File: src/rtl/mcb_write_port_arbiter.sv
// Purpose: shares one MCB write port (command FIFO + write-data FIFO) between two
//          burst requesters, granting whole bursts round-robin; requester 0 wins
//          first after reset.
// Latency: Grant rises one edge after a sampled request. Words pass
//          combinationally to the write-data FIFO. The command issues in the
//          cycle after the last word, or later if the command FIFO is full.
// Backpressure: wr_full drops DataReadyN without losing words. write_cmd_full
//          holds the burst in CMD until the command can be pushed.
//
// Ports:
//   Clk, Rst                 single clock, synchronous active-high reset
//   calib_done               gates new grants only
//   ReqN/ReqAddrN/ReqBLN     burst request, byte address, length-1 (N = 0,1)
//   DataN/MaskN/DataValidN   write word stream from requester N
//   GrantN/DataReadyN/DoneN  ownership, word accept, command-issued pulse
//   Error                    sticky fault (MCB underrun/error, clamped BL)
//   write_cmd_*              MCB command FIFO side
//   wr_*                     MCB write-data FIFO side
module mcb_write_port_arbiter #(
    parameter int          AddrWidth        = 30,
    parameter logic [2:0]  WriteInstruction = 3'b000,
    parameter int          MaxBurstLength   = 64
) (
    input  logic                 Clk,
    input  logic                 Rst,
    input  logic                 calib_done,

    input  logic                 Req0,
    input  logic [AddrWidth-1:0] ReqAddr0,
    input  logic [5:0]           ReqBL0,
    input  logic [31:0]          Data0,
    input  logic [3:0]           Mask0,
    input  logic                 DataValid0,

    input  logic                 Req1,
    input  logic [AddrWidth-1:0] ReqAddr1,
    input  logic [5:0]           ReqBL1,
    input  logic [31:0]          Data1,
    input  logic [3:0]           Mask1,
    input  logic                 DataValid1,

    output logic                 Grant0,
    output logic                 Grant1,
    output logic                 DataReady0,
    output logic                 DataReady1,
    output logic                 Done0,
    output logic                 Done1,
    output logic                 Error,

    output logic                 write_cmd_clk,
    output logic                 write_cmd_en,
    output logic [2:0]           write_cmd_instr,
    output logic [5:0]           write_cmd_bl,
    output logic [AddrWidth-1:0] write_cmd_byte_addr,
    input  logic                 write_cmd_full,

    output logic                 wr_clk,
    output logic                 wr_en,
    output logic [3:0]           wr_mask,
    output logic [31:0]          wr_data,
    input  logic                 wr_full,
    input  logic                 wr_underrun,
    input  logic                 wr_error
);

    typedef enum logic [1:0] {
        IDLE = 2'd0,
        DATA = 2'd1,
        CMD  = 2'd2
    } state_t;

    // Largest BL value the write-data FIFO can hold.
    localparam int          MaxBlInt = MaxBurstLength - 1;
    localparam logic [5:0]  MaxBl    = MaxBlInt[5:0];
    localparam bit          ClampOn  = (MaxBurstLength < 64);

    state_t               state;
    state_t               state_nxt;

    logic                 owner;        // index of the requester holding the port
    logic                 last_grant;   // index granted most recently
    logic [AddrWidth-1:0] addr_q;
    logic [5:0]           bl_q;
    logic [5:0]           cnt;          // words accepted so far in this burst
    logic                 error_q;

    // FSM strobes into the datapath.
    logic                 take;
    logic                 win;
    logic                 accept;
    logic                 cmd_issue;

    // Request fields of the winner, used only on the grant edge.
    logic [AddrWidth-1:0] win_addr;
    logic [5:0]           win_bl_raw;
    logic                 win_bl_over;
    logic [5:0]           win_bl;

    logic                 data_ready;
    logic                 sel_valid;

    // ---------------------------------------------------------------
    // Shared combinational views
    // ---------------------------------------------------------------
    assign data_ready = (state == DATA) && !wr_full;
    assign sel_valid  = owner ? DataValid1 : DataValid0;

    // Round-robin: a lone requester wins; on a tie the one not granted last wins.
    assign win        = Req1 && (!Req0 || (last_grant == 1'b0));

    assign win_addr    = win ? ReqAddr1 : ReqAddr0;
    assign win_bl_raw  = win ? ReqBL1 : ReqBL0;
    assign win_bl_over = ClampOn && (win_bl_raw > MaxBl);
    assign win_bl      = win_bl_over ? MaxBl : win_bl_raw;

    // ---------------------------------------------------------------
    // FSM: state register
    // ---------------------------------------------------------------
    always_ff @(posedge Clk) begin
        if (Rst) begin
            state <= IDLE;
        end else begin
            state <= state_nxt;
        end
    end

    // ---------------------------------------------------------------
    // FSM: next state and strobes
    // ---------------------------------------------------------------
    always_comb begin
        state_nxt = state;
        take      = 1'b0;
        accept    = 1'b0;
        cmd_issue = 1'b0;

        case (state)
            IDLE: begin
                // calib_done only gates new grants; a burst in flight finishes.
                if (calib_done && (Req0 || Req1)) begin
                    take      = 1'b1;
                    state_nxt = DATA;
                end
            end

            DATA: begin
                accept = data_ready && sel_valid;
                // Compare before incrementing so BL = 63 finishes at cnt = 63
                // and the 6-bit counter never needs to hold 64.
                if (accept && (cnt == bl_q)) begin
                    state_nxt = CMD;
                end
            end

            CMD: begin
                if (!write_cmd_full) begin
                    cmd_issue = 1'b1;
                    state_nxt = IDLE;
                end
            end

            default: begin
                state_nxt = IDLE;
            end
        endcase
    end

    // ---------------------------------------------------------------
    // Burst datapath: owner, latched command fields, word counter, Error
    // ---------------------------------------------------------------
    always_ff @(posedge Clk) begin
        if (Rst) begin
            owner      <= 1'b0;
            last_grant <= 1'b1;
            addr_q     <= '0;
            bl_q       <= '0;
            cnt        <= '0;
            error_q    <= 1'b0;
        end else begin
            if (take) begin
                owner      <= win;
                last_grant <= win;
                // MCB addresses are word aligned; drop the byte offset.
                addr_q     <= {win_addr[AddrWidth-1:2], 2'b00};
                bl_q       <= win_bl;
                cnt        <= '0;
            end else if (accept) begin
                cnt <= cnt + 6'd1;
            end

            if (wr_underrun || wr_error || (take && win_bl_over)) begin
                error_q <= 1'b1;
            end
        end
    end

    // ---------------------------------------------------------------
    // Requester-side outputs
    // ---------------------------------------------------------------
    // Ownership spans DATA and CMD, so GrantN is still high in the Done cycle.
    assign Grant0     = (state != IDLE) && !owner;
    assign Grant1     = (state != IDLE) &&  owner;
    assign DataReady0 = data_ready && !owner;
    assign DataReady1 = data_ready &&  owner;
    assign Done0      = cmd_issue && !owner;
    assign Done1      = cmd_issue &&  owner;
    assign Error      = error_q;

    // ---------------------------------------------------------------
    // MCB-side outputs
    // ---------------------------------------------------------------
    assign write_cmd_clk       = Clk;
    assign write_cmd_en        = cmd_issue;
    assign write_cmd_instr     = WriteInstruction;
    assign write_cmd_bl        = bl_q;
    assign write_cmd_byte_addr = addr_q;

    assign wr_clk  = Clk;
    assign wr_en   = accept;
    assign wr_data = Grant0 ? Data0 : (Grant1 ? Data1 : 32'h0);
    assign wr_mask = Grant0 ? Mask0 : (Grant1 ? Mask1 : 4'h0);

endmodule

File: config.mk
export PLATFORM = sky130hd
export DESIGN_NAME = mcb_write_port_arbiter
export DESIGN_NICKNAME = d
export VERILOG_FILES = /design/src/rtl/mcb_write_port_arbiter.sv
export SDC_FILE = /design/constraint.sdc
export NUM_CORES = 1
export LEC_CHECK = 0
export CAP_MARGIN = 0
export CORE_ASPECT_RATIO = 0.9
export CORE_MARGIN = 3
export CORE_UTILIZATION = 30
export CTS_CLUSTER_DIAMETER = 60
export DETAILED_ROUTE_END_ITERATION = 6
export PLACE_DENSITY = 0.81
export SYNTH_ARGS = -nofsm -noshare
export SYNTH_HDL_FRONTEND = slang
export SYNTH_SLANG_ARGS = --single-unit
File: constraint.sdc
create_clock -name Clk -period 1.59 [get_ports Clk]
set_input_delay 0.318 -clock Clk [delete_from_list [all_inputs] [get_ports Clk]]
set_output_delay 0.318 -clock Clk [all_outputs]
set_load 0.02 [all_outputs]
# After elaboration in Yosys (flattened, before gate mapping)
# Index checks and enable logic that the tools add are counted.
# word_totals
output_inout_bits	86
elab_cells	52
input_bits	155
regBits	45
# op_classes
eq_ne	6
bitwise_logic	1
n_reduce_logical	21
mux	16
add_sub_neg	1
# op_table
cell	count
2-to-1 mux 32 bit	2
2-to-1 mux 30 bit	1
logical AND 1 bit	11
2-to-1 mux 4 bit	2
adder 6 x 1 -> 6 bit, second input constant	1
== test 6 bit	1
2-to-1 mux 1 bit	6
2-to-1 mux 2 bit	3
2-to-1 mux 6 bit	1
case mux 2 bit (3 select lines)	1
!= test 2 bit, second input constant	2
zero test 1 bit	3
logical OR 1 bit	3
AND reduction 3 bit	1
== test 2 x 1 -> 1 bit, second input constant	1
== test 2 bit, second input constant	1
zero test 2 bit	1
!= test 2 x 1 -> 1 bit, second input constant	1
nonzero test 2 bit	1
OR reduction 2 bit	1
inverter 1 bit	1

# Longest topological paths before layout
# Gate-level depths: netlist (run 1).
# depth
depth_word	6
depth_mapped	6
ltp_nobuf	5

==> impl_metrics.env, run 1 <==
export IMPL_top_level_i_o_count=241
export IMPL_grt_antenna_before_repair=1
export IMPL_path_cells="nor2_4, nor2_4, buf_12, a22o_1, buf_2"
export IMPL_area_of_the_core_region_sq_mm=0.007732
export IMPL_worst_slack_ns=-0.2546
export IMPL_critical_path_required_ns=1.27
export IMPL_syn_cell_area_sq_mm=0.002459
export IMPL_routed_via_density=4.943
export IMPL_ir_drop_worst_case_vdd_uv=863.2
export IMPL_timing_max_cap_violations=0
export IMPL_placed_cells_incl_taps=559
export IMPL_static_leakage_power_nw=2.266
export IMPL_hold_class="flop to flop"
export IMPL_chipWidth_um=101.4
export IMPL_synth_largest_area_cell="dfxtp_1"
export IMPL_crit_arrival_ns=1.53
export IMPL_layout_drive_gt1_share_pct=22.73
export IMPL_timing_critical_path_slowest_stage_cell="dfxtp_2"
export IMPL_timing_critical_path_mode_cell="nor2_4"
export IMPL_fin_nets=639
export IMPL_areaGrowthSynthToFinish_pct=110.6
export IMPL_number_of_flops_mapped_to_enable_cells_by_yosys=0
export IMPL_maxSlewViolCount=0
export IMPL_async_reset_ff_share_pct=0
export IMPL_timing_critical_path_slowest_cell_delay_ns=0.34
export IMPL_pin_count_of_the_biggest_net_entering_global_routing=34
export IMPL_fmax_mhz=542.1
export IMPL_cts_hold_buf=0
export IMPL_crit_fanout=19
export IMPL_postSynthCellCount=234
export IMPL_end_kind="output pin"
export IMPL_wl_mm=10.17
export IMPL_filler_cell_count=640
export IMPL_synth_area_leaders="dfxtp_1 37%, mux2i_1 14%, a22o_1 13%"
export IMPL_timing_final_crit_period_ns=1.845
export IMPL_total_power_mw=3.896
export IMPL_finish_cell_count_without_fillers=581
export IMPL_first_global_vias=3048
export IMPL_avgSynthCellArea_sq_um=10.51
export IMPL_netlist_cell_type_count=36
export IMPL_synth_ff_latch_count=45
export IMPL_timing_final_setup_violations=44
export IMPL_tritoncts="yes"
export IMPL_worstSkewPairLatency_ns=0.40
export IMPL_fin_worst_skew_ns=0.006877
export IMPL_drt_drc_violations_left=0
export IMPL_detailroute_via_count=2872
export IMPL_initialDrtViolationCount=54
export IMPL_post_route_period_util_pct=116.0
export IMPL_ys_seq_area_share_pct=36.64
export IMPL_place_ws_ns=-0.5500
export IMPL_port_buffer_count=231
export IMPL_final_hold_viol_count=0
export IMPL_synth_top_cells_by_count="45 x dfxtp_1, 36 x a22o_1, 35 x mux2i_1, 35 x o2bb2ai_1, 12 x buf_4"
export IMPL_powerDensity_mw_per_mm2=752.2
export IMPL_setup_total_negative_slack_ns=-9.311
export IMPL_grt_overflow=0
export IMPL_grt_first_pass_wirelength_mm=15.64
export IMPL_floorplan_initialDensity_pct=31.80
export IMPL_yosys_cell_count_top_type="dfxtp_1"
export IMPL_grt_setup_unrepaired="true"
export IMPL_post_drt_wl_per_cell_um=17.50
export IMPL_globalRouteTotalUtil_pct=21.17
export IMPL_place_hpwl_mm=7.756
export IMPL_proportion_of_netlist_area_held_by_the_largest_area_contributor_pct=36.64
export IMPL_die_y_um=91.89
export IMPL_setup_worst_path_class="flop to output pin"
export IMPL_die_area_sq_mm=0.009319
export IMPL_failed_checks="negative setup slack"
export IMPL_cts_reportedPaths_clkPinSlew_ns=0.09
export IMPL_antenna_violating_nets_post_route=0
export IMPL_drt_pass1_iterations=4
export IMPL_placementRows=30
export IMPL_synth_yosys_warnings=0
export IMPL_outcome="finished, violations left"
export IMPL_timing_critical_path_from_type="flop"
export IMPL_gp_congestion=0.8336
export IMPL_ys_dominant_reg_cell="dfxtp_1"
==> layer usage <==
layer  GRT usage [%]  share of wire (%)  up-vias
li1                -                  -     1386
met1           22.51                 37     1333
met2           37.91                 51      133
met3           6.920                8.7       20
met4           8.638                2.7        0
met5               0                  0        -
==> power by group <==
group	internal [mW]	leakage [nW]	total (mW)	switching [mW]
Sequential	1.20	0.370	1.25	0.0490
Clock	0.720	0.0910	1.27	0.554
Combinational	0.779	1.80	1.37	0.591
==> worst paths after layout <==
check / slack [ns] / depth (start not counted) / from / to
hold reg to reg: 0.46 / 1 / write_cmd_byte_addr[23] / write_cmd_byte_addr[23]
setup / recovery: -0.25 / 5 / state[1] / wr_data[15]
setup reg to reg: 0.09 / 7 / owner / cnt[1]
hold / removal: 0.46 / 1 / write_cmd_byte_addr[23] / write_cmd_byte_addr[23]
==> layout by cell type (no fill, tap or decap), types with 5 or more instances in the layout <==
cell / instances
clkbuf_8: 9
buf_12: 6
xor2_1: 8
buf_6: 26
mux2i_1: 35
clkdlybuf4s50_1: 150
a22o_1: 36
conb_1: 5
o2bb2ai_1: 35
buf_4: 18
nor2_1: 7
dfxtp_1: 42
dlygate4sd2_1: 35
buf_2: 24
==> worst max-delay path: cells and delay by family (launching register included) <==
kind / cells / cell delay [ns]
flip-flops: 1 / 0.34
buffers and inverters: 2 / 0.31
AO/OA/AOI/OAI: 1 / 0.24
AND/OR/NAND/NOR: 2 / 0.23
==> cell families after synthesis <==
family | after synthesis | synth area share [%]
simple gates | 34 | 8.549
compound gates | 76 | 26.92
buf+inv | 30 | 8.448
fa+ha+maj | 1 | 0.5088
other cells | 1 | 0.1525
xor+xnor | 11 | 3.919
flops | 45 | 36.64
mux | 36 | 14.86
==> flip-flops by register name, indices dropped and copies added, names as in the netlist <==
signal	cells
state	2
Error	1
write_cmd_bl	6
last_grant	1
cnt	6
write_cmd_byte_addr	28
owner	1
==> area by class of cell <==
type	count	area [sq um]	area share [%]
Timing Repair Buffer	260	2534	48.92
Multi-Input combinational cell	163	1428	27.57
Sequential cell	45	907.1	17.52
Clock buffer	11	133.9	2.585
Tap cell	96	120.1	2.319
Clock inverter	3	46.29	0.8939
Inverter	2	7.507	0.1450
Antenna cell	1	2.502	0.04832
==> per-stage QoR <==
step	hold slack, ns	area [sq um]	utilization, %
4_1_cts	0.4681	5077	65.66
3_5_place_dp	0.4457	4957	64.11
3_3_place_gp	0.4427	4957	64.11
2_1_floorplan	0.3904	2476	-
5_1_grt	0.4835	5179	66.97
6_report	0.4645	5179	66.97
==> timing repair <==
| action | in CTS | in global routing |
|---|---|---|
| gates resized for setup | 266 | 23 |
| endpoints found under the setup margin | 81 | 68 |
| pin swaps | 9 | 4 |
| gates cloned | 2 | 1 |
| setup buffers | 4 | 2 |
Power figures use the tool's default switching activity.
==> run 2: changes to the inputs <==
--- a/config.mk
+++ b/config.mk
@@ -5,10 +5,10 @@
 export SDC_FILE = /design/constraint.sdc
 export NUM_CORES = 1
 export LEC_CHECK = 0
-export CAP_MARGIN = 0
 export CORE_ASPECT_RATIO = 0.9
 export CORE_MARGIN = 3
 export CORE_UTILIZATION = 30
+export CTS_BUF_LIST = sky130_fd_sc_hd__clkbuf_16
 export CTS_CLUSTER_DIAMETER = 60
 export DETAILED_ROUTE_END_ITERATION = 6
 export PLACE_DENSITY = 0.81
==> constraint.sdc (replaced) <==
create_clock -name Clk -period 1.7 [get_ports Clk]
set_input_delay 0.34 -clock Clk [delete_from_list [all_inputs] [get_ports Clk]]
set_output_delay 0.34 -clock Clk [all_outputs]
set_load 0.02 [all_outputs]
==> impl_metrics.env, run 2 (synthesized netlist as in run 1, its figures left out) <==
export IMPL_outcome="finished, violations left"
export IMPL_failed_checks="negative setup slack"
export IMPL_timing_max_cap_violations=0
export IMPL_die_area_sq_mm=0.009319
export IMPL_post_drt_wl_per_cell_um=17.30
export IMPL_hold_class="flop to flop"
export IMPL_crit_arrival_ns=1.51
export IMPL_largest_reg_flops=28
export IMPL_setup_worst_path_class="flop to output pin"
export IMPL_maxSlewViolCount=0
export IMPL_final_hold_viol_count=0
export IMPL_ir_drop_worst_case_vdd_uv=1139
export IMPL_multi_input_area_sq_mm=0.001423
export IMPL_placement_cell_area_sq_mm=0.004945
export IMPL_gp_congestion=0.8635
export IMPL_die_y_um=91.89
export IMPL_static_leakage_power_nw=2.506
export IMPL_cts_reportedPaths_clkPinSlew_ns=0.06
export IMPL_routed_via_density=4.894
export IMPL_first_global_vias=2930
export IMPL_powerDensity_mw_per_mm2=759.9
export IMPL_port_buffer_count=231
export IMPL_filler_cell_count=609
export IMPL_drt_pass1_iterations=4
export IMPL_post_route_period_util_pct=108.6
export IMPL_ff2ff_path_depth=7
export IMPL_fin_worst_skew_ns=0.005207
export IMPL_detailroute_via_count=2819
export IMPL_initialDrtViolationCount=87
export IMPL_post_route_util_pct=67.39
export IMPL_antenna_cells=0
export IMPL_grt_first_pass_wirelength_mm=15.06
export IMPL_end_kind="output pin"
export IMPL_pin_count_of_the_biggest_net_entering_global_routing=38
export IMPL_place_ws_ns=-0.4859
export IMPL_mostFrequentLayoutCells="152 x clkdlybuf4s50_1, 42 x dfxtp_1, 36 x a22o_1, 35 x mux2i_1, 35 x o2bb2ai_1"
export IMPL_worstSkewPairLatency_ns=0.39
export IMPL_area_of_the_core_region_sq_mm=0.007732
export IMPL_critical_path_required_ns=1.36
export IMPL_layout_cells_most_common="clkdlybuf4s50_1"
export IMPL_place_hpwl_mm=7.892
export IMPL_tritoncts="yes"
export IMPL_wl_mm=9.967
export IMPL_layout_drive_gt1_share_pct=21.67
export IMPL_crit_fanout=16
export IMPL_timing_final_crit_period_ns=1.847
export IMPL_top_level_i_o_count=241
export IMPL_fmax_mhz=541.5
export IMPL_drt_drc_violations_left=0
export IMPL_placementRows=30
export IMPL_grt_setup_unrepaired="true"
export IMPL_globalRouteTotalUtil_pct=20.19
export IMPL_min_delay_path_depth=1
export IMPL_final_seq_area_sq_um=907.1
export IMPL_grt_overflow=0
export IMPL_floorplan_initialDensity_pct=31.80
export IMPL_timing_final_setup_violations=39
export IMPL_chipWidth_um=101.4
export IMPL_fin_nets=635
export IMPL_finish_instance_area_sq_mm=0.005211
export IMPL_areaGrowthSynthToFinish_pct=112.0
export IMPL_worst_slack_ns=-0.1467
export IMPL_grt_antenna_before_repair=0
export IMPL_timing_critical_path_from_type="flop"
export IMPL_antenna_violating_nets_post_route=0
[run 2: cell types whose count changed in the layout (fill, tap and decap cells not counted), sizes merged, moves of 2 or more]
| cell | change |
|---|---|
| dlygate4sd2 | -23 |
| dlymetal6s2s | +21 |
| clkinvlp | +2 |
| buf | -5 |
| clkdlybuf4s50 | +2 |
[run 2: per-layer routing]
layer | wire (um) | global-route usage [%]
met3 | 832 | 6.312
met1 | 3905 | 22.92
met2 | 5109 | 36.76
met5 | 0 | 0
met4 | 119 | 3.987
[run 2: path summary, 6_finish.rpt]
check | startpoint | to | slack, ns
max reg2reg | state[0] | write_cmd_byte_addr[12] | 0.19
min reg2reg | write_cmd_byte_addr[27] | write_cmd_byte_addr[27] | 0.46
max | state[0] | wr_data[7] | -0.15
min | write_cmd_byte_addr[27] | write_cmd_byte_addr[27] | 0.46
[run 2: where the power goes]
part / internal [mW] / switching (mW) / total (mW)
registers: 1.13 / 0.0454 / 1.17
logic: 0.705 / 0.530 / 1.24
clock network: 0.992 / 0.560 / 1.55
total: 2.82 / 1.14 / 3.96
[run 2: final cells by class]
class / instances / area share (%)
clock buffer: 11 / 4.634
clock inverter: 3 / 0.4322
inverter: 2 / 0.1441
multi-input combinational: 163 / 27.30
sequential: 45 / 17.41
tap: 96 / 2.305
timing repair buffer: 256 / 47.78
[run 2: metrics by stage]
stage               TNS, ns  hold slack [ns]  total power [mW]  cells
global placement     -10.38           0.4428             2.617    559
global route         -6.886           0.4781             4.153    576
floorplan                 0           0.4124             1.873    238
detailed placement   -11.89           0.4457             2.637    559
CTS                  -4.631           0.4661             4.010    575
finish               -4.570           0.4562             3.960    576
[run 2: what timing repair did]
item | CTS | global route
gates resized for setup | 219 | 43
setup endpoints to repair | 58 | 66
pin swaps | 6 | 3
hold buffers | 0 | 0
setup buffers | 4 | 0
cloned | 0 | 1
[run 2: worst max-delay path, cell delays in order, from the launching register on]
cell,delay (ns)
dfxtp_2,0.34
nor2_4,0.16
nor2_4,0.07
buf_8,0.15
a22o_1,0.24
buf_2,0.16
